==> src/rtl/hand_centroid_tracker_pkg.sv <==
// Shared constants, FSM encoding and quotient helper for the hand centroid tracker.
package hand_track_pkg;

   localparam int H_ACTIVE_DEF   = 638;
   localparam int V_ACTIVE_DEF   = 478;
   localparam int MIN_PIXELS_DEF = 2000;
   localparam int CNT_W          = 19;
   localparam int SUM_W          = 28;
   localparam int COORD_W        = 10;

   localparam logic [2:0] ST_IDLE  = 3'd0;
   localparam logic [2:0] ST_SNAP  = 3'd1;
   localparam logic [2:0] ST_DIV_X = 3'd2;
   localparam logic [2:0] ST_DIV_Y = 3'd3;
   localparam logic [2:0] ST_PUB   = 3'd4;

   // A mean coordinate always fits COORD_W bits; the clamp only matters for the
   // all-ones divide-by-zero quotient, which the caller overrides anyway.
   function automatic logic [COORD_W-1:0] to_coord(input logic [SUM_W-1:0] q);
      if (|q[SUM_W-1:COORD_W])
         to_coord = '1;
      else
         to_coord = q[COORD_W-1:0];
   endfunction

endpackage

==> src/rtl/hand_centroid_tracker_seq_divider.sv <==
// Restoring divider, one quotient bit per cycle. done pulses DVD_W+1 cycles
// after start; a zero divisor yields an all-ones quotient.
module seq_divider
   import hand_track_pkg::*;
#(
   parameter int DVD_W = SUM_W,
   parameter int DVS_W = CNT_W
) (
   input  logic             clk,
   input  logic             rst_n,
   input  logic             start,
   input  logic [DVD_W-1:0] dividend,
   input  logic [DVS_W-1:0] divisor,
   output logic [DVD_W-1:0] quotient,
   output logic             done
);

   localparam int BC_W = $clog2(DVD_W + 1);

   logic [DVD_W-1:0] quo;
   logic [DVS_W:0]   rem;
   logic [DVS_W-1:0] dvs;
   logic [BC_W-1:0]  bit_cnt;
   logic             busy;
   logic [DVS_W+1:0] rem_sh;
   logic [DVS_W+1:0] diff;
   logic             ge;

   // Trial subtraction of the divisor from the shifted partial remainder.
   always_comb begin
      rem_sh = {rem, quo[DVD_W-1]};
      diff   = rem_sh - {2'b00, dvs};
      ge     = ~diff[DVS_W+1];
   end

   // Shift/subtract iteration; bit_cnt counts remaining quotient bits down to 0.
   always_ff @(posedge clk or negedge rst_n) begin
      if (!rst_n) begin
         quo     <= '0;
         rem     <= '0;
         dvs     <= '0;
         bit_cnt <= '0;
         busy    <= 1'b0;
         done    <= 1'b0;
      end else begin
         done <= 1'b0;
         if (start) begin
            quo     <= dividend;
            rem     <= '0;
            dvs     <= divisor;
            bit_cnt <= BC_W'(DVD_W);
            busy    <= 1'b1;
         end else if (busy) begin
            quo     <= {quo[DVD_W-2:0], ge};
            rem     <= ge ? diff[DVS_W:0] : rem_sh[DVS_W:0];
            bit_cnt <= bit_cnt - BC_W'(1);
            if (bit_cnt == BC_W'(1)) begin
               busy <= 1'b0;
               done <= 1'b1;
            end
         end
      end
   end

   assign quotient = quo;

endmodule

==> src/rtl/hand_centroid_tracker.sv <==
// Hand centroid tracker: accumulates mask pixel count and coordinate sums per
// frame, divides at frame end and publishes one centroid per frame.
// Optional bounding-box tracking is enabled by defining HAND_BBOX_EN.
//
// state    | meaning
// IDLE     | waiting for frame_done
// SNAP     | snapshot held, X divide started
// DIV_X    | dividing sum_x by count
// DIV_Y    | dividing sum_y by count
// PUB      | outputs updated, result_valid high
module hand_centroid_tracker
   import hand_track_pkg::*;
#(
   parameter int H_ACTIVE   = H_ACTIVE_DEF,
   parameter int V_ACTIVE   = V_ACTIVE_DEF,
   parameter int MIN_PIXELS = MIN_PIXELS_DEF
) (
   input  logic               clk,
   input  logic               rst_n,
   input  logic               pixel_in,
   input  logic               valid_in,
   input  logic               frame_done,
   output logic [COORD_W-1:0] centroid_x,
   output logic [COORD_W-1:0] centroid_y,
   output logic [CNT_W-1:0]   pixel_count,
   output logic               hand_present,
   output logic               result_valid,
   output logic               overrun
`ifdef HAND_BBOX_EN
   ,
   output logic [COORD_W-1:0] bbox_xmin,
   output logic [COORD_W-1:0] bbox_xmax,
   output logic [COORD_W-1:0] bbox_ymin,
   output logic [COORD_W-1:0] bbox_ymax
`endif
);

   localparam logic [COORD_W-1:0] X_LAST = COORD_W'(H_ACTIVE - 1);
   localparam logic [COORD_W-1:0] Y_LAST = COORD_W'(V_ACTIVE - 1);

   logic [COORD_W-1:0] x_pos, y_pos;
   logic               hit;
   logic               snap_take;
   logic [CNT_W-1:0]   acc_cnt, cnt_nxt, snap_cnt;
   logic [SUM_W-1:0]   acc_sx, sx_nxt, snap_sx;
   logic [SUM_W-1:0]   acc_sy, sy_nxt, snap_sy;
   logic [2:0]         state, state_nxt;
   logic [COORD_W-1:0] quot_x;
   logic               div_start, div_done;
   logic [SUM_W-1:0]   div_dividend, div_q;

   assign hit       = valid_in & pixel_in;
   assign snap_take = frame_done && (state == ST_IDLE);

   // Running totals including the current pixel, so a pixel coincident with
   // frame_done lands in the ending frame's snapshot.
   always_comb begin
      cnt_nxt = acc_cnt + CNT_W'(hit);
      sx_nxt  = acc_sx + (hit ? SUM_W'(x_pos) : '0);
      sy_nxt  = acc_sy + (hit ? SUM_W'(y_pos) : '0);
   end

   // Raster position: x wraps into y, y saturates on the last line.
   always_ff @(posedge clk or negedge rst_n) begin
      if (!rst_n) begin
         x_pos <= '0;
         y_pos <= '0;
      end else if (frame_done) begin
         x_pos <= '0;
         y_pos <= '0;
      end else if (valid_in) begin
         if (x_pos == X_LAST) begin
            x_pos <= '0;
            if (y_pos != Y_LAST)
               y_pos <= y_pos + COORD_W'(1);
         end else begin
            x_pos <= x_pos + COORD_W'(1);
         end
      end
   end

   // Accumulators restart every frame, even when the snapshot is dropped.
   always_ff @(posedge clk or negedge rst_n) begin
      if (!rst_n) begin
         acc_cnt <= '0;
         acc_sx  <= '0;
         acc_sy  <= '0;
      end else if (frame_done) begin
         acc_cnt <= '0;
         acc_sx  <= '0;
         acc_sy  <= '0;
      end else begin
         acc_cnt <= cnt_nxt;
         acc_sx  <= sx_nxt;
         acc_sy  <= sy_nxt;
      end
   end

   // Snapshot only when idle; overrun flags a frame_done that could not be taken.
   always_ff @(posedge clk or negedge rst_n) begin
      if (!rst_n) begin
         snap_cnt <= '0;
         snap_sx  <= '0;
         snap_sy  <= '0;
         overrun  <= 1'b0;
      end else begin
         overrun <= frame_done && (state != ST_IDLE);
         if (snap_take) begin
            snap_cnt <= cnt_nxt;
            snap_sx  <= sx_nxt;
            snap_sy  <= sy_nxt;
         end
      end
   end

   // Next-state logic; divider completion paces both divide states.
   always_comb begin
      state_nxt = state;
      case (state)
         ST_IDLE:  if (frame_done) state_nxt = ST_SNAP;
         ST_SNAP:  state_nxt = ST_DIV_X;
         ST_DIV_X: if (div_done) state_nxt = ST_DIV_Y;
         ST_DIV_Y: if (div_done) state_nxt = ST_PUB;
         ST_PUB:   state_nxt = ST_IDLE;
         default:  state_nxt = ST_IDLE;
      endcase
   end

   // Single divider shared: X starts in SNAP, Y starts as X completes.
   always_comb begin
      div_start    = (state == ST_SNAP) || ((state == ST_DIV_X) && div_done);
      div_dividend = (state == ST_SNAP) ? snap_sx : snap_sy;
   end

   // State register.
   always_ff @(posedge clk or negedge rst_n) begin
      if (!rst_n)
         state <= ST_IDLE;
      else
         state <= state_nxt;
   end

   seq_divider #(
      .DVD_W (SUM_W),
      .DVS_W (CNT_W)
   ) u_div (
      .clk      (clk),
      .rst_n    (rst_n),
      .start    (div_start),
      .dividend (div_dividend),
      .divisor  (snap_cnt),
      .quotient (div_q),
      .done     (div_done)
   );

   // Hold the X quotient until Y completes; publish everything together.
   always_ff @(posedge clk or negedge rst_n) begin
      if (!rst_n) begin
         quot_x       <= '0;
         centroid_x   <= '0;
         centroid_y   <= '0;
         pixel_count  <= '0;
         hand_present <= 1'b0;
         result_valid <= 1'b0;
      end else begin
         result_valid <= 1'b0;
         if ((state == ST_DIV_X) && div_done)
            quot_x <= to_coord(div_q);
         if ((state == ST_DIV_Y) && div_done) begin
            result_valid <= 1'b1;
            pixel_count  <= snap_cnt;
            hand_present <= (snap_cnt >= CNT_W'(MIN_PIXELS));
            if (snap_cnt == '0) begin
               centroid_x <= '0;
               centroid_y <= '0;
            end else begin
               centroid_x <= quot_x;
               centroid_y <= to_coord(div_q);
            end
         end
      end
   end

`ifdef HAND_BBOX_EN
   logic [COORD_W-1:0] bx_min, bx_max, by_min, by_max;
   logic [COORD_W-1:0] bx_min_nxt, bx_max_nxt, by_min_nxt, by_max_nxt;
   logic [COORD_W-1:0] sbx_min, sbx_max, sby_min, sby_max;

   // Extents including the current pixel.
   always_comb begin
      bx_min_nxt = (hit && (x_pos < bx_min)) ? x_pos : bx_min;
      bx_max_nxt = (hit && (x_pos > bx_max)) ? x_pos : bx_max;
      by_min_nxt = (hit && (y_pos < by_min)) ? y_pos : by_min;
      by_max_nxt = (hit && (y_pos > by_max)) ? y_pos : by_max;
   end

   // Extent trackers restart each frame; snapshot follows the count snapshot.
   always_ff @(posedge clk or negedge rst_n) begin
      if (!rst_n) begin
         bx_min  <= '1;
         bx_max  <= '0;
         by_min  <= '1;
         by_max  <= '0;
         sbx_min <= '1;
         sbx_max <= '0;
         sby_min <= '1;
         sby_max <= '0;
      end else begin
         if (frame_done) begin
            bx_min <= '1;
            bx_max <= '0;
            by_min <= '1;
            by_max <= '0;
         end else begin
            bx_min <= bx_min_nxt;
            bx_max <= bx_max_nxt;
            by_min <= by_min_nxt;
            by_max <= by_max_nxt;
         end
         if (snap_take) begin
            sbx_min <= bx_min_nxt;
            sbx_max <= bx_max_nxt;
            sby_min <= by_min_nxt;
            sby_max <= by_max_nxt;
         end
      end
   end

   // Bounding box publishes alongside the centroid; empty frames report zeros.
   always_ff @(posedge clk or negedge rst_n) begin
      if (!rst_n) begin
         bbox_xmin <= '1;
         bbox_xmax <= '0;
         bbox_ymin <= '1;
         bbox_ymax <= '0;
      end else if ((state == ST_DIV_Y) && div_done) begin
         if (snap_cnt == '0) begin
            bbox_xmin <= '0;
            bbox_xmax <= '0;
            bbox_ymin <= '0;
            bbox_ymax <= '0;
         end else begin
            bbox_xmin <= sbx_min;
            bbox_xmax <= sbx_max;
            bbox_ymin <= sby_min;
            bbox_ymax <= sby_max;
         end
      end
   end
`endif

endmodule

==> config.mk <==
export PLATFORM = sky130hd
export DESIGN_NAME = hand_centroid_tracker
export DESIGN_NICKNAME = d
export VERILOG_FILES = /design/src/rtl/hand_centroid_tracker_pkg.sv /design/src/rtl/hand_centroid_tracker_seq_divider.sv /design/src/rtl/hand_centroid_tracker.sv
export SDC_FILE = /design/constraint.sdc
export NUM_CORES = 1
export LEC_CHECK = 0
export BUFFER_PORTS_ARGS = -buffer_cell sky130_fd_sc_hd__buf_2
export CAP_MARGIN = 20
export CORE_ASPECT_RATIO = 1.25
export CORE_UTILIZATION = 55
export DETAILED_ROUTE_END_ITERATION = 7
export GPL_ROUTABILITY_DRIVEN = 0
export PLACE_DENSITY = 0.82
export SETUP_SLACK_MARGIN = 0.5
export SLEW_MARGIN = 15
export SYNTH_ARGS = -nofsm -noshare
export SYNTH_HDL_FRONTEND = slang
export SYNTH_SLANG_ARGS = --single-unit
==> constraint.sdc <==
create_clock -name clk -period 2.8 [get_ports clk]
set_clock_uncertainty 0.1 [all_clocks]
set_input_delay 0.28 -clock clk [delete_from_list [all_inputs] [get_ports clk]]
set_output_delay 0.28 -clock clk [all_outputs]
set_load 0.005 [all_outputs]
==> results of run 1 <==
==> placed cells by master (no fill, tap or decap), types with 8 or more instances in the layout <==
master	n
sky130_fd_sc_hd__nand4_1	14
sky130_fd_sc_hd__nor3_1	11
sky130_fd_sc_hd__mux2i_1	40
sky130_fd_sc_hd__a21oi_2	11
sky130_fd_sc_hd__a21o_1	10
sky130_fd_sc_hd__dfrtp_1	292
sky130_fd_sc_hd__o211ai_1	11
sky130_fd_sc_hd__nor4_1	10
sky130_fd_sc_hd__clkbuf_16	31
sky130_fd_sc_hd__a22o_1	10
sky130_fd_sc_hd__ha_4	21
sky130_fd_sc_hd__ha_1	23
sky130_fd_sc_hd__inv_1	33
sky130_fd_sc_hd__a211oi_1	31
sky130_fd_sc_hd__xnor2_1	20
sky130_fd_sc_hd__o21ai_0	90
sky130_fd_sc_hd__o21ai_1	40
sky130_fd_sc_hd__buf_2	45
sky130_fd_sc_hd__nand3_1	33
sky130_fd_sc_hd__buf_12	12
sky130_fd_sc_hd__nor3_4	8
sky130_fd_sc_hd__nand2_1	215
sky130_fd_sc_hd__xor2_1	41
sky130_fd_sc_hd__and3_4	10
sky130_fd_sc_hd__buf_4	81
sky130_fd_sc_hd__a21oi_4	17
sky130_fd_sc_hd__o21a_1	15
sky130_fd_sc_hd__a31oi_1	8
sky130_fd_sc_hd__buf_6	21
sky130_fd_sc_hd__nor2_1	127
sky130_fd_sc_hd__nor2b_1	36
sky130_fd_sc_hd__and3_1	32
sky130_fd_sc_hd__a21oi_1	64
sky130_fd_sc_hd__xnor2_2	25
==> sequential cells by signal, summed over array words and instances (netlist names), 19 cells and up <==
signal and cells:
acc_sx 28, acc_sy 28, snap_sx 28, snap_sy 28
u_div.quotient 28, u_div.rem 20, acc_cnt 19, pixel_count 19
snap_cnt 19, u_div.dvs 19
==> layout make-up <==
| type | instances | share of cell area |
|---|---|---|
| Clock buffer | 43 | 0.0468 |
| Inverter | 39 | 0.00791 |
| Sequential cell | 299 | 0.398 |
| Tap cell | 340 | 0.0226 |
| Antenna cell | 1 | 0.000133 |
| Multi-Input combinational cell | 1126 | 0.439 |
| Timing Repair Buffer | 164 | 0.0733 |
| Clock inverter | 15 | 0.0130 |
==> timing repair <==
item	4_1_cts	5_1_grt
hold endpoints to repair	76	0
pin swaps	92	112
gates resized for setup	125	143
setup endpoints to repair	107	139
buffers inserted	39	39
cloned	4	1
hold buffers	1	0
==> metal layers <==
layer | vias to the layer above | global-route usage | routed length [um]
met2 | 796 | 0.508 | 22800
met4 | 0 | 0.130 | 2630
met3 | 230 | 0.0466 | 3450
met1 | 6441 | 0.347 | 16700
met5 | - | 0 | 0
li1 | 5609 | - | -
==> stage by stage <==
step | setup slack, ns | cells | util | total power, mW | hold WS (ns)
floorplan | 0.164 | 1541 | - | 4.52 | -0.116
detailed placement | 0.0438 | 1884 | 0.600 | 4.67 | 0.225
global route | -0.0288 | 2026 | 0.717 | 9.46 | 0.216
finish | -0.0102 | 2027 | 0.717 | 9.24 | 0.214
CTS | 0.107 | 1986 | 0.680 | 9.13 | 0.189
global placement | 0.100 | 1884 | 0.600 | 4.66 | 0.222
==> worst max-delay path: stages (launching register included) <==
cell                      delay [ns]
sky130_fd_sc_hd__dfrtp_1        0.37
sky130_fd_sc_hd__inv_2          0.07
sky130_fd_sc_hd__ha_4           0.16
sky130_fd_sc_hd__fa_2           0.37
sky130_fd_sc_hd__nor2b_4        0.16
sky130_fd_sc_hd__o31ai_4        0.08
sky130_fd_sc_hd__o311a_4        0.35
sky130_fd_sc_hd__a211o_4        0.36
sky130_fd_sc_hd__and3_4         0.21
sky130_fd_sc_hd__buf_12         0.15
sky130_fd_sc_hd__mux2i_1        0.16
sky130_fd_sc_hd__a21oi_1        0.08
==> kinds of logic (layout without fill, tap and decap cells) <==
| logic type | after synthesis | count (layout) | share of synthesized area |
|---|---|---|---|
| mux | 48 | 48 | 0.0331 |
| buf+inv | 120 | 261 | 0.0320 |
| other cells | 0 | 1 | 0 |
| fa+ha+maj | 50 | 50 | 0.0438 |
| simple gates | 557 | 559 | 0.174 |
| compound gates | 373 | 375 | 0.156 |
| xor+xnor | 94 | 94 | 0.0556 |
| flops | 299 | 299 | 0.505 |
==> report_power, final <==
part,switching [mW],internal [mW]
Clock,1.83,2.75
Sequential,0.0187,4.34
Combinational,0.197,0.105
Total,2.05,7.20
==> worst paths after layout <==
check	from	to	slack [ns]
max	u_div.quotient[27]$_DFFE_PN0P_	u_div.rem[3]$_DFFE_PN0P_	-0.01
min	rst_n	y_pos[1]$_DFFE_PN0P_	0.21
max reg2reg	u_div.quotient[27]$_DFFE_PN0P_	u_div.rem[3]$_DFFE_PN0P_	-0.01
min reg2reg	hand_present$_DFFE_PN0P_	hand_present$_DFFE_PN0P_	0.37
max in group asynchronous	rst_n	state[1]$_DFFE_PN0P_	1.54
min in group clk	frame_done	x_pos[5]$_DFFE_PN0P_	0.22
==> impl_metrics.prom, run 1 <==
# TYPE chip_impl_metric gauge
chip_impl_metric{name="drive_above_1_share",unit=""} 0.248
chip_impl_info{name="synth_area_leaders",value="sky130_fd_sc_hd__dfrtp_1 51%, sky130_fd_sc_hd__nand2_1 5.7%, sky130_fd_sc_hd__o21ai_0 4.6%"} 1
chip_impl_metric{name="grt_first_pass_wirelength",unit="um"} 63100
chip_impl_metric{name="row_count",unit=""} 66
chip_impl_metric{name="syn_area",unit="um^2"} 14800
chip_impl_metric{name="clk_path_buf_depth",unit=""} 3
chip_impl_info{name="hp-class",value="input pin to asynchronous set/reset pin"} 1
chip_impl_metric{name="die_area",unit="um^2"} 27600
chip_impl_metric{name="finalWorstSetupSlack",unit="ns"} -0.0102
chip_impl_metric{name="yosysSeqAreaShare",unit=""} 0.505
chip_impl_info{name="path_class",value="flop to flop"} 1
chip_impl_metric{name="cts_sinks",unit=""} 299
chip_impl_metric{name="layout-area-overhead-vs-synth",unit="%"} 27.2
chip_impl_metric{name="power.ir.vdd_worst",unit="mV"} 0.493
chip_impl_info{name="synth_top_cells_by_count",value="299 x sky130_fd_sc_hd__dfrtp_1, 223 x sky130_fd_sc_hd__nand2_1, 137 x sky130_fd_sc_hd__o21ai_0"} 1
chip_impl_metric{name="num_vias",unit=""} 13100
chip_impl_metric{name="detailedRoute.firstIterationViolations",unit=""} 1081
chip_impl_metric{name="ant_nets",unit=""} 0
chip_impl_metric{name="finalSetupTns",unit="ns"} -0.0158
chip_impl_metric{name="place.port_buffers",unit=""} 46
chip_impl_info{name="yosys.cell_count.top_type",value="sky130_fd_sc_hd__dfrtp_1"} 1
chip_impl_metric{name="clock_tree.htree_level_count",unit=""} 1
chip_impl_metric{name="power_density",unit="nW/um^2"} 491
chip_impl_metric{name="totalWireLength",unit="um"} 45500
chip_impl_info{name="clock-root-buffer",value="sky130_fd_sc_hd__clkbuf_16"} 1
chip_impl_info{name="yosysTopAreaCell",value="sky130_fd_sc_hd__dfrtp_1"} 1
chip_impl_metric{name="critPathMaxFanout",unit=""} 8
chip_impl_metric{name="grt_pass1_vias",unit=""} 12300
chip_impl_metric{name="synth_area_per_cell",unit="um^2"} 9.61
chip_impl_metric{name="synth_async_sr_flop_share",unit=""} 1.00
chip_impl_metric{name="globalRouteOverflowTotal",unit=""} 0
chip_impl_metric{name="cap_violations",unit=""} 0
chip_impl_metric{name="dp_hpwl",unit="um"} 23000
chip_impl_metric{name="cts.clk_slew.worst_paths",unit="ns"} 0.07
chip_impl_metric{name="avgRoutedWirePerCell",unit="um"} 22.5
chip_impl_metric{name="grt.total_usage",unit=""} 0.289
chip_impl_metric{name="slew_headroom",unit=""} 0.546
chip_impl_metric{name="min_period_over_period",unit=""} 1.00
chip_impl_metric{name="synth_top_cell_area_share",unit=""} 0.505
chip_impl_metric{name="storage_cell_area",unit="um^2"} 7490
chip_impl_metric{name="finalHoldViolations",unit=""} 0
chip_impl_metric{name="synth_enable_flop_cells",unit=""} 0
chip_impl_info{name="postSynth.topFlopCell",value="sky130_fd_sc_hd__dfrtp_1"} 1
chip_impl_metric{name="drc",unit=""} 0
chip_impl_metric{name="drv_slew",unit=""} 0
chip_impl_metric{name="die_y",unit="um"} 185
chip_impl_metric{name="final.min_clock_period",unit="ns"} 2.81
chip_impl_info{name="critical_path.startpoint_type",value="flop"} 1
chip_impl_metric{name="boundary_pins",unit=""} 47
chip_impl_info{name="failed_checks",value="negative setup slack"} 1
chip_impl_metric{name="tightestPinTransition",unit="ns"} 0.677
chip_impl_metric{name="initial_antenna_violation_count",unit=""} 1
chip_impl_info{name="tritoncts",value="built"} 1
chip_impl_metric{name="insertion_delay",unit="ns"} 0.59
chip_impl_metric{name="max_freq",unit="MHz"} 356
chip_impl_info{name="critical_path.endpoint_type",value="flop"} 1
chip_impl_metric{name="ys_types",unit=""} 77
chip_impl_metric{name="cp.required",unit="ns"} 3.13
chip_impl_metric{name="yosys_register_bits",unit=""} 299
chip_impl_metric{name="die_x",unit="um"} 149
chip_impl_metric{name="timing.final.setup_violations",unit=""} 3
chip_impl_info{name="run_status",value="complete, but fails checks"} 1
chip_impl_metric{name="cts_made_buffers",unit=""} 31
chip_impl_metric{name="leakage",unit="nW"} 8.71
chip_impl_metric{name="netlist_instances",unit=""} 1541
chip_impl_metric{name="arr_time_crit_path",unit="ns"} 3.14
chip_impl_metric{name="placed_instance_area",unit="um^2"} 15800
chip_impl_metric{name="core_area",unit="um^2"} 26300
chip_impl_metric{name="final_design_area_no_fill",unit="um^2"} 18800
chip_impl_metric{name="nets",unit=""} 1716
chip_impl_metric{name="drt-pass1-iter-count",unit=""} 7
chip_impl_metric{name="grt_max_degree",unit=""} 82
chip_impl_metric{name="post_drt_via_cell_ratio",unit=""} 6.45
chip_impl_metric{name="syn-num-nets",unit=""} 1596
chip_impl_metric{name="fillerInstances",unit=""} 1555
chip_impl_metric{name="combined_area_of_the_multi_input_logic_cells",unit="um^2"} 8260
chip_impl_metric{name="worst-r2r-cell-count",unit=""} 11
chip_impl_metric{name="synth_warnings",unit=""} 0
chip_impl_metric{name="floorplan.initialDensity",unit=""} 0.564
chip_impl_info{name="rsz0062_at_grt",value="true"} 1
(Power assumes the default switching activity.)
==> run 2: changes to the inputs <==
- ABC_AREA: not set -> 1
- CAP_MARGIN: 20 -> 15
==> run 2 against run 1 <==
  * The run ends with design-rule violations, negative hold slack left
  * Fmax is 20% higher
  * Critical path depth stayed put
  * Non-clock buffer count is 58 lower
  * Worst hold slack worse by 0.25 ns
  * Total power is 30% higher
  * Design area is 3.3% lower
  * Via count is 4.9% higher
  * Final cell count is 19% higher
  * Critical endpoint is now acc_sy[18]$_DFF_PN0_
  * Largest power group is now sequential cells
==> impl_metrics.prom, run 2 <==
# TYPE chip_impl_metric gauge
chip_impl_metric{name="place.port_buffers",unit=""} 46
chip_impl_metric{name="die_x",unit="um"} 153
chip_impl_metric{name="insertion_delay",unit="ns"} 0.57
chip_impl_info{name="run_status",value="complete, but fails checks"} 1
chip_impl_metric{name="post_layout_nonfiller_instances",unit=""} 2412
chip_impl_metric{name="avgRoutedWirePerCell",unit="um"} 16.8
chip_impl_metric{name="clk_path_buf_depth",unit=""} 3
chip_impl_metric{name="core_area",unit="um^2"} 27700
chip_impl_metric{name="grt.total_usage",unit=""} 0.272
chip_impl_metric{name="finalSetupTns",unit="ns"} 0
chip_impl_metric{name="drt-pass1-iter-count",unit=""} 8
chip_impl_metric{name="num_vias",unit=""} 13700
chip_impl_metric{name="cts_sinks",unit=""} 299
chip_impl_metric{name="use_met1",unit=""} 0.333
chip_impl_metric{name="critPathMaxFanout",unit=""} 5
chip_impl_metric{name="postLayoutCoreUtil",unit=""} 0.657
chip_impl_info{name="synth_area_leaders",value="sky130_fd_sc_hd__dfrtp_1 48%, sky130_fd_sc_hd__nand2_1 13%, sky130_fd_sc_hd__inv_1 5.6%"} 1
chip_impl_metric{name="min_period_over_period",unit=""} 0.834
chip_impl_metric{name="initial_antenna_violation_count",unit=""} 0
chip_impl_info{name="yosysTopAreaCell",value="sky130_fd_sc_hd__dfrtp_1"} 1
chip_impl_metric{name="synth_async_sr_flop_share",unit=""} 1.00
chip_impl_metric{name="finalHoldViolations",unit=""} 4
chip_impl_metric{name="drive_above_1_share",unit=""} 0.162
chip_impl_metric{name="grt_pass1_vias",unit=""} 13500
chip_impl_metric{name="die_area",unit="um^2"} 29100
chip_impl_metric{name="totalWireLength",unit="um"} 40500
chip_impl_metric{name="grt_first_pass_wirelength",unit="um"} 64800
chip_impl_metric{name="max_freq",unit="MHz"} 428
chip_impl_info{name="critical_path.startpoint_type",value="flop"} 1
chip_impl_info{name="most_frequent_cells_in_the_layout",value="517 x sky130_fd_sc_hd__nand2_1, 295 x sky130_fd_sc_hd__dfrtp_1, 220 x sky130_fd_sc_hd__inv_1, 158 x sky130_fd_sc_hd__nor2_1, 143 x sky130_fd_sc_hd__o21ai_0"} 1
chip_impl_metric{name="cp.required",unit="ns"} 3.19
chip_impl_metric{name="drv_slew",unit=""} 0
chip_impl_metric{name="cap_violations",unit=""} 0
chip_impl_metric{name="synth_top_cell_area_share",unit=""} 0.479
chip_impl_metric{name="power.ir.vdd_worst",unit="mV"} 0.448
chip_impl_metric{name="syn_area",unit="um^2"} 15600
chip_impl_metric{name="nets",unit=""} 2096
chip_impl_metric{name="slew_headroom",unit=""} 0.415
chip_impl_metric{name="yosys_register_bits",unit=""} 299
chip_impl_info{name="path_class",value="flop to flop"} 1
chip_impl_metric{name="globalRouteMet2Util",unit=""} 0.483
chip_impl_metric{name="leakage",unit="nW"} 8.99
chip_impl_info{name="failed_checks",value="design-rule violations, negative hold slack"} 1
chip_impl_metric{name="grt_max_degree",unit=""} 84
chip_impl_metric{name="final.min_clock_period",unit="ns"} 2.33
chip_impl_metric{name="cts_made_buffers",unit=""} 30
chip_impl_metric{name="num_antenna_cells",unit=""} 0
chip_impl_metric{name="globalRouteMet3Util",unit=""} 0.0316
chip_impl_metric{name="dp_hpwl",unit="um"} 26600
chip_impl_metric{name="timing.final.setup_violations",unit=""} 0
chip_impl_info{name="global_route.peak_usage_layer",value="met2"} 1
chip_impl_metric{name="placed_instance_area",unit="um^2"} 16200
chip_impl_info{name="rsz0062_at_grt",value="true"} 1
chip_impl_info{name="hp-class",value="input pin to flop"} 1
chip_impl_info{name="tritoncts",value="built"} 1
chip_impl_metric{name="hold_slack",unit="ns"} -0.0320
chip_impl_metric{name="netlist_instances",unit=""} 1963
chip_impl_metric{name="dp_cells",unit=""} 2320
chip_impl_metric{name="cts.clk_slew.worst_paths",unit="ns"} 0.07
chip_impl_metric{name="final_design_area_no_fill",unit="um^2"} 18200
chip_impl_metric{name="clock_tree.htree_level_count",unit=""} 1
chip_impl_metric{name="syn-num-nets",unit=""} 2018
chip_impl_metric{name="drc",unit=""} 4
chip_impl_metric{name="synth_enable_flop_cells",unit=""} 0
chip_impl_metric{name="ys_types",unit=""} 46
chip_impl_metric{name="detailedRoute.firstIterationViolations",unit=""} 1097
chip_impl_metric{name="row_count",unit=""} 68
chip_impl_info{name="critical_path.endpoint_type",value="flop"} 1
chip_impl_info{name="clock-root-buffer",value="sky130_fd_sc_hd__clkbuf_16"} 1
chip_impl_metric{name="globalRouteOverflowTotal",unit=""} 0
chip_impl_metric{name="die_y",unit="um"} 190
chip_impl_metric{name="synth_area_per_cell",unit="um^2"} 7.95
chip_impl_metric{name="ant_nets",unit=""} 0
chip_impl_metric{name="post_drt_via_cell_ratio",unit=""} 5.69
chip_impl_metric{name="floorplan.initialDensity",unit=""} 0.563
chip_impl_info{name="postSynth.topFlopCell",value="sky130_fd_sc_hd__dfrtp_1"} 1
chip_impl_info{name="synth_top_cells_by_count",value="549 x sky130_fd_sc_hd__nand2_1, 299 x sky130_fd_sc_hd__dfrtp_1, 233 x sky130_fd_sc_hd__inv_1"} 1
chip_impl_metric{name="yosysSeqAreaShare",unit=""} 0.479
chip_impl_info{name="yosys.cell_count.top_type",value="sky130_fd_sc_hd__nand2_1"} 1
chip_impl_metric{name="synth_warnings",unit=""} 0
chip_impl_metric{name="power_density",unit="nW/um^2"} 660
chip_impl_metric{name="tightestPinTransition",unit="ns"} 0.870
chip_impl_info{name="mostFrequentLayoutCell",value="sky130_fd_sc_hd__nand2_1"} 1
chip_impl_metric{name="boundary_pins",unit=""} 47
chip_impl_metric{name="layout-area-overhead-vs-synth",unit="%"} 16.7
chip_impl_metric{name="arr_time_crit_path",unit="ns"} 2.73
## run 2: cell types whose count changed after synthesis, sizes merged, moves of 38 or more
cell    before  now
nor2b       40    0
clkbuf      72   32
nor2       136  178
a211oi      38    0
mux2i       40    0
and3        41    1
inv         39  241
nand3       35  117
nand2      223  572
## run 2: layout make-up
class | count | area, um^2
fill | 2107 | 9520
clock inverter | 13 | 188
sequential | 299 | 7490
clock buffer | 40 | 848
multi-input combinational | 1362 | 7560
timing repair buffer | 106 | 782
tap | 350 | 438
inverter | 242 | 920
## run 2: worst paths after layout
check / from / cells after the start / endpoint / slack [ns]
setup / recovery: y_pos[7]$_DFFE_PN0P_ / 11 / acc_sy[18]$_DFF_PN0_ / 0.47
hold / removal: valid_in / 3 / x_pos[0]$_DFFE_PN0P_ / -0.03
setup reg to reg: y_pos[7]$_DFFE_PN0P_ / 11 / acc_sy[18]$_DFF_PN0_ / 0.47
hold reg to reg: pixel_count[8]$_DFFE_PN0P_ / 2 / pixel_count[8]$_DFFE_PN0P_ / 0.37
max in group asynchronous: rst_n / 3 / acc_sx[19]$_DFF_PN0_ / 1.59
min in group asynchronous: rst_n / 2 / centroid_x[2]$_DFFE_PN0P_ / 0.14
## run 2: logic make-up (layout without fill, tap and decap cells)
family,after synthesis,after routing,share of synthesized area
and+or+nand+nor,948,950,0.257
buffers and inverters,304,401,0.0768
AOI/OAI and AO/OA,302,302,0.112
DFF,299,299,0.479
xor gates and xnor gates,60,60,0.0337
adders and majority gates,50,50,0.0415
## run 2: where the power goes
group	leakage (nW)	internal [mW]	switching (mW)	total, mW
Combinational	4.56	1.18	1.74	2.92
Clock	0.514	2.49	1.73	4.22
Sequential	3.91	4.64	0.248	4.89
## run 2: worst max-delay path, stage by stage (launching register included)
cell and delay (ns):
sky130_fd_sc_hd__dfrtp_1 0.38, sky130_fd_sc_hd__inv_1 0.16, sky130_fd_sc_hd__nor2_1 0.09, sky130_fd_sc_hd__ha_1 0.36, sky130_fd_sc_hd__nand2_1 0.16, sky130_fd_sc_hd__nor3_1 0.32
sky130_fd_sc_hd__nand2_2 0.11, sky130_fd_sc_hd__nand2_4 0.13, sky130_fd_sc_hd__nand2_4 0.08, sky130_fd_sc_hd__xor2_1 0.21, sky130_fd_sc_hd__inv_1 0.06, sky130_fd_sc_hd__nor2_1 0.09
## run 2: repair_timing
item / CTS / global route
buffers inserted: 7 / 27
gates resized for setup: 37 / 135
endpoints found under the setup margin: 106 / 148
cloned: 1 / 2
pin swaps: 14 / 48
endpoints found under the hold margin: 68 / 0
hold buffers: 3 / 0
## run 2: metrics by stage
step / power [mW] / hold slack [ns] / setup slack [ns]
after global routing: 12.6 / 0.0403 / 0.339
after CTS: 11.6 / 0.0323 / 0.485
after floorplan: 6.74 / -0.116 / 0.507
after global placement: 7.24 / 0.151 / 0.214
final: 12.0 / -0.0320 / 0.465
after detailed placement: 7.33 / 0.160 / 0.105
## run 2: metal layers
layer  vias to the layer above  wire (um)
met5                         -          0
met4                         0       1960
met3                       135       2350
met2                       530      20500
met1                      6593      15700
li1                       6460          -
==> run 3: changes to the inputs <==
- clock period: 2.8 -> 2 ns (I/O delays scaled with it)
==> run 3 against run 2 <==
  * Synthesized cell count unchanged
  * The run now fails in global routing (5_1_grt)
  * Area after synthesis unchanged
==> impl_metrics.prom, run 3 <==
# TYPE chip_impl_metric gauge
chip_impl_metric{name="yosys.area_share.adder",unit=""} 0.0415
chip_impl_metric{name="netlist_instances",unit=""} 1963
chip_impl_info{name="postSynth.topFlopCell",value="sky130_fd_sc_hd__dfrtp_1"} 1
chip_impl_info{name="repair-timing-grt-worst-ep",value="u_div.rem[2]$_DFFE_PN0P_/D"} 1
chip_impl_metric{name="row_count",unit=""} 68
chip_impl_metric{name="synth_async_sr_flop_share",unit=""} 1.00
chip_impl_metric{name="cts_made_buffers",unit=""} 30
chip_impl_info{name="yosys.cell_count.top_type",value="sky130_fd_sc_hd__nand2_1"} 1
chip_impl_info{name="error_line",value="[ERROR GRT-0232] Routing congestion too high. Check the congestion heatmap in the GUI."} 1
chip_impl_info{name="synth_top_cells_by_count",value="549 x sky130_fd_sc_hd__nand2_1, 299 x sky130_fd_sc_hd__dfrtp_1, 233 x sky130_fd_sc_hd__inv_1"} 1
chip_impl_info{name="largest_family_of_logic_cells_by_synthesized_area",value="simple AND/OR/NAND/NOR gates"} 1
chip_impl_info{name="worst_ep_kind",value="sequential cell input"} 1
chip_impl_metric{name="die_y",unit="um"} 190
chip_impl_metric{name="cts_sinks",unit=""} 299
chip_impl_info{name="synth_area_leaders",value="sky130_fd_sc_hd__dfrtp_1 48%, sky130_fd_sc_hd__nand2_1 13%, sky130_fd_sc_hd__inv_1 5.6%"} 1
chip_impl_metric{name="clock_tree.htree_level_count",unit=""} 1
chip_impl_info{name="yosysTopAreaCell",value="sky130_fd_sc_hd__dfrtp_1"} 1
chip_impl_metric{name="grt_max_degree",unit=""} 54
chip_impl_metric{name="grt.total_usage",unit=""} 0.924
chip_impl_metric{name="die_x",unit="um"} 153
chip_impl_metric{name="synth_enable_flop_cells",unit=""} 0
chip_impl_metric{name="placed_instance_area",unit="um^2"} 18100
chip_impl_metric{name="globalRouteOverflowTotal",unit=""} 1328
chip_impl_metric{name="synth_warnings",unit=""} 0
chip_impl_metric{name="ys_types",unit=""} 46
chip_impl_metric{name="place.port_buffers",unit=""} 46
chip_impl_metric{name="boundary_pins",unit=""} 47
chip_impl_info{name="run_status",value="aborted with a tool error"} 1
chip_impl_metric{name="syn_area",unit="um^2"} 15600
chip_impl_metric{name="synth_top_cell_area_share",unit=""} 0.479
chip_impl_metric{name="yosysSeqAreaShare",unit=""} 0.479
chip_impl_metric{name="synthSimpleGateAreaFrac",unit=""} 0.257
chip_impl_info{name="outcome.stop_stage",value="global routing (5_1_grt)"} 1
chip_impl_metric{name="synth_area_per_cell",unit="um^2"} 7.95
chip_impl_metric{name="yosys_register_bits",unit=""} 299
chip_impl_metric{name="dp_hpwl",unit="um"} 30000
chip_impl_metric{name="synthXorXnorAreaFrac",unit=""} 0.0337
chip_impl_metric{name="synth_compound_gate_area_share",unit=""} 0.112
chip_impl_metric{name="post_synth_mux_area_share",unit=""} 0
chip_impl_metric{name="clk_path_buf_depth",unit=""} 3
chip_impl_metric{name="floorplan.initialDensity",unit=""} 0.563
chip_impl_metric{name="syn-num-nets",unit=""} 2018
chip_impl_info{name="clock-root-buffer",value="sky130_fd_sc_hd__clkbuf_16"} 1
-- run 3: cell counts after synthesis --
No cell type changed its count.
-- run 3: logic make-up after synthesis --
group	count (synthesis)
simple gates	948
buf+inv	304
compound gates	302
xor+xnor	60
flops	299
fa+ha+maj	50
-- run 3: timing repair --
action / 4_1_cts
gates resized for setup: 495
hold buffers: 3
endpoints found under the hold margin: 306
buffers inserted: 104
pin swaps: 206
cloned: 25
setup endpoints to repair: 263
-- run 3: layer usage --
layer | overflow | GRT usage
met5 | 0 | 0.384
met4 | 369 | 1.06
met3 | 31 | 0.730
met2 | 913 | 1.14
met1 | 15 | 0.864
-- run 3: per-stage QoR --
stage / hold slack (ns) / worst slack, ns / cells / TNS [ns]
after floorplan: -0.196 / -0.180 / 1963 / -3.47
after global placement: 0.0614 / -0.285 / 2507 / -17.84
after detailed placement: 0.0592 / -0.309 / 2507 / -25.48
after CTS: 0.0307 / -0.283 / 2695 / -9.76
==> run 4: changes to the inputs <==
- CORE_ASPECT_RATIO: 1.25 -> not set
- CORE_UTILIZATION: 55 -> 40
- PLACE_DENSITY: 0.82 -> not set
- PLACE_DENSITY_LB_ADDON: not set -> 0.15
- SETUP_SLACK_MARGIN: 0.5 -> not set
- clock period: 2 -> 2.6 ns (I/O delays scaled with it)
==> run 4 against run 3 <==
  * The flow now finishes without violations
==> impl_metrics.prom, run 4 (synthesis results as in run 2) <==
# TYPE chip_impl_metric gauge
chip_impl_metric{name="boundary_pins",unit=""} 47
chip_impl_metric{name="post_drt_via_cell_ratio",unit=""} 4.96
chip_impl_metric{name="drc",unit=""} 0
chip_impl_metric{name="worst-r2r-cell-count",unit=""} 12
chip_impl_metric{name="arr_time_crit_path",unit="ns"} 2.70
chip_impl_metric{name="cap_violations",unit=""} 0
chip_impl_metric{name="clock_tree.htree_level_count",unit=""} 2
chip_impl_metric{name="hold_slack",unit="ns"} 0.101
chip_impl_metric{name="internal_power",unit="mW"} 8.75
chip_impl_metric{name="insertion_delay",unit="ns"} 0.56
chip_impl_metric{name="min_delay_path_depth",unit=""} 4
chip_impl_metric{name="power_density",unit="nW/um^2"} 708
chip_impl_info{name="mostFrequentLayoutCell",value="sky130_fd_sc_hd__nand2_1"} 1
chip_impl_metric{name="final.min_clock_period",unit="ns"} 2.36
chip_impl_metric{name="initial_antenna_violation_count",unit=""} 0
chip_impl_metric{name="die_y",unit="um"} 200
chip_impl_info{name="clock-root-buffer",value="sky130_fd_sc_hd__clkbuf_16"} 1
chip_impl_metric{name="drive_above_1_share",unit=""} 0.106
chip_impl_info{name="run_status",value="complete, no violations"} 1
chip_impl_metric{name="power.ir.vdd_worst",unit="mV"} 0.415
chip_impl_metric{name="grt.total_usage",unit=""} 0.207
chip_impl_metric{name="cp.required",unit="ns"} 2.93
chip_impl_metric{name="drt-pass1-iter-count",unit=""} 5
chip_impl_metric{name="cts.clk_slew.worst_paths",unit="ns"} 0.06
chip_impl_metric{name="num_antenna_cells",unit=""} 0
chip_impl_info{name="r2r_start",value="u_div.rem[1]$_DFFE_PN0P_"} 1
chip_impl_metric{name="finalHoldViolations",unit=""} 0
chip_impl_metric{name="floorplan.initialDensity",unit=""} 0.405
chip_impl_metric{name="num_vias",unit=""} 12800
chip_impl_metric{name="tightestPinTransition",unit="ns"} 0.837
chip_impl_info{name="path_class",value="flop to flop"} 1
chip_impl_metric{name="die_x",unit="um"} 200
chip_impl_metric{name="seq_power_share",unit=""} 0.414
chip_impl_info{name="hp-class",value="input pin to flop"} 1
chip_impl_metric{name="power.net_switching",unit="mW"} 3.90
chip_impl_info{name="critical_path.endpoint_type",value="flop"} 1
chip_impl_metric{name="leakage",unit="nW"} 8.86
chip_impl_metric{name="place.port_buffers",unit=""} 46
chip_impl_metric{name="fillerInstances",unit=""} 3902
chip_impl_metric{name="switching_share",unit=""} 0.308
chip_impl_info{name="crit_start",value="u_div.rem[1]$_DFFE_PN0P_"} 1
chip_impl_info{name="most_frequent_cells_in_the_layout",value="547 x sky130_fd_sc_hd__nand2_1, 299 x sky130_fd_sc_hd__dfrtp_1, 232 x sky130_fd_sc_hd__inv_1, 168 x sky130_fd_sc_hd__nor2_1, 154 x sky130_fd_sc_hd__o21ai_0"} 1
chip_impl_metric{name="clk_path_buf_depth",unit=""} 3
chip_impl_metric{name="die_area",unit="um^2"} 39800
chip_impl_metric{name="slew_headroom",unit=""} 0.442
chip_impl_metric{name="ant_nets",unit=""} 0
chip_impl_metric{name="dp_cells",unit=""} 2520
chip_impl_metric{name="totalWireLength",unit="um"} 39000
chip_impl_metric{name="grt_max_degree",unit=""} 89
chip_impl_info{name="tritoncts",value="built"} 1
chip_impl_metric{name="critPathMaxFanout",unit=""} 5
chip_impl_metric{name="share_comb_of_total_power",unit=""} 0.210
chip_impl_metric{name="core_area",unit="um^2"} 38600
chip_impl_metric{name="power_frac_clock",unit=""} 0.376
chip_impl_metric{name="min_period_over_period",unit=""} 0.908
chip_impl_metric{name="row_count",unit=""} 72
chip_impl_info{name="timing.rr.end",value="u_div.rem[11]$_DFFE_PN0P_"} 1
chip_impl_metric{name="avgRoutedWirePerCell",unit="um"} 15.1
chip_impl_info{name="critical_path.startpoint_type",value="flop"} 1
chip_impl_info{name="timing.hold.worst_endpoint",value="x_pos[1]$_DFFE_PN0P_"} 1
chip_impl_metric{name="layout-area-overhead-vs-synth",unit="%"} 14.4
chip_impl_metric{name="dp_hpwl",unit="um"} 28300
chip_impl_metric{name="cts_sinks",unit=""} 299
chip_impl_metric{name="grt_first_pass_wirelength",unit="um"} 65700
chip_impl_metric{name="timing.final.setup_violations",unit=""} 0
chip_impl_metric{name="drv_slew",unit=""} 0
chip_impl_metric{name="post_layout_nonfiller_instances",unit=""} 2581
chip_impl_metric{name="globalRouteOverflowTotal",unit=""} 0
chip_impl_metric{name="max_freq",unit="MHz"} 424
chip_impl_metric{name="nets",unit=""} 2096
chip_impl_metric{name="detailedRoute.firstIterationViolations",unit=""} 618
chip_impl_metric{name="reg2reg_setup_slack",unit="ns"} 0.24
chip_impl_info{name="rsz0062_at_grt",value="false"} 1
chip_impl_info{name="worst_hold_startpoint",value="valid_in"} 1
chip_impl_metric{name="cts_made_buffers",unit=""} 35
chip_impl_metric{name="grt_pass1_vias",unit=""} 12800
==> run 4: worst max path at each step <==
| stage | end | slack, ns | depth (start not counted) |
|---|---|---|---|
| after floorplan | snap_sy[26]$_DFFE_PN0P_ | 0.27 | 16 |
| after global placement | acc_sy[18]$_DFF_PN0_ | -0.05 | 13 |
| after detailed placement | acc_sy[18]$_DFF_PN0_ | -0.10 | 15 |
| after CTS | acc_sy[18]$_DFF_PN0_ | 0.14 | 14 |
| after global routing | u_div.rem[14]$_DFFE_PN0P_ | 0.008 | 16 |
| final | u_div.rem[11]$_DFFE_PN0P_ | 0.24 | 12 |
==> run 4: metal layers <==
| metal | global-route usage | share of wire | vias up |
|---|---|---|---|
| met5 | 0 | 0 | - |
| met4 | 0.0662 | 0.024 | 0 |
| met3 | 0.0309 | 0.035 | 63 |
| met2 | 0.339 | 0.46 | 181 |
| met1 | 0.280 | 0.48 | 6081 |
| li1 | - | - | 6472 |
==> run 4: critical path: stages, from the launching register on <==
cell	delay [ns]
sky130_fd_sc_hd__dfrtp_1	0.39
sky130_fd_sc_hd__ha_1	0.38
sky130_fd_sc_hd__nand2_1	0.07
sky130_fd_sc_hd__nor2_1	0.22
sky130_fd_sc_hd__nor2_1	0.16
sky130_fd_sc_hd__o21ai_0	0.41
sky130_fd_sc_hd__nand2_1	0.16
sky130_fd_sc_hd__nand2_1	0.09
sky130_fd_sc_hd__nand2_1	0.05
sky130_fd_sc_hd__nand2_1	0.05
sky130_fd_sc_hd__nand2_1	0.05
sky130_fd_sc_hd__nand3_1	0.06
sky130_fd_sc_hd__nand2_1	0.05
==> run 4: power by group through the flow <==
stage                     clock [mW]  combinational [mW]  sequential (mW)
final                           4.76                2.66             5.23
after floorplan                    0                2.01             5.24
after global routing            5.08                3.07             5.28
after CTS                       4.91                2.68             5.23
after detailed placement           0                2.66             5.31
after global placement             0                2.64             5.31
==> run 4: layout make-up <==
type,count,area [um^2],share of cell area
Clock buffer,48,975,0.0546
Clock inverter,11,126,0.00707
Inverter,242,910,0.0509
Multi-Input combinational cell,1360,6980,0.391
Sequential cell,299,7480,0.419
Tap cell,518,648,0.0363
Timing Repair Buffer,103,748,0.0419
==> run 4: repair_timing <==
| item | 4_1_cts | 5_1_grt |
|---|---|---|
| setup buffers | 0 | 0 |
| hold buffers | 2 | 0 |
| endpoints found under the hold margin | 112 | 0 |
| setup endpoints to repair | 0 | 21 |
| gates resized for setup | 0 | 9 |
==> run 4: per-stage QoR <==
| stage | total power, mW | cell area, um^2 | setup TNS, ns | setup WS (ns) | util |
|---|---|---|---|---|---|
| 2_1_floorplan | 7.26 | 15600 | 0 | 0.269 | - |
| 5_1_grt | 13.4 | 17900 | 0 | 0.00841 | 0.463 |
| 3_3_place_gp | 7.95 | 16700 | -0.304 | -0.0483 | 0.433 |
| 6_report | 12.7 | 17900 | 0 | 0.239 | 0.463 |
| 3_5_place_dp | 7.97 | 16700 | -1.40 | -0.102 | 0.433 |
| 4_1_cts | 12.8 | 17800 | 0 | 0.144 | 0.462 |
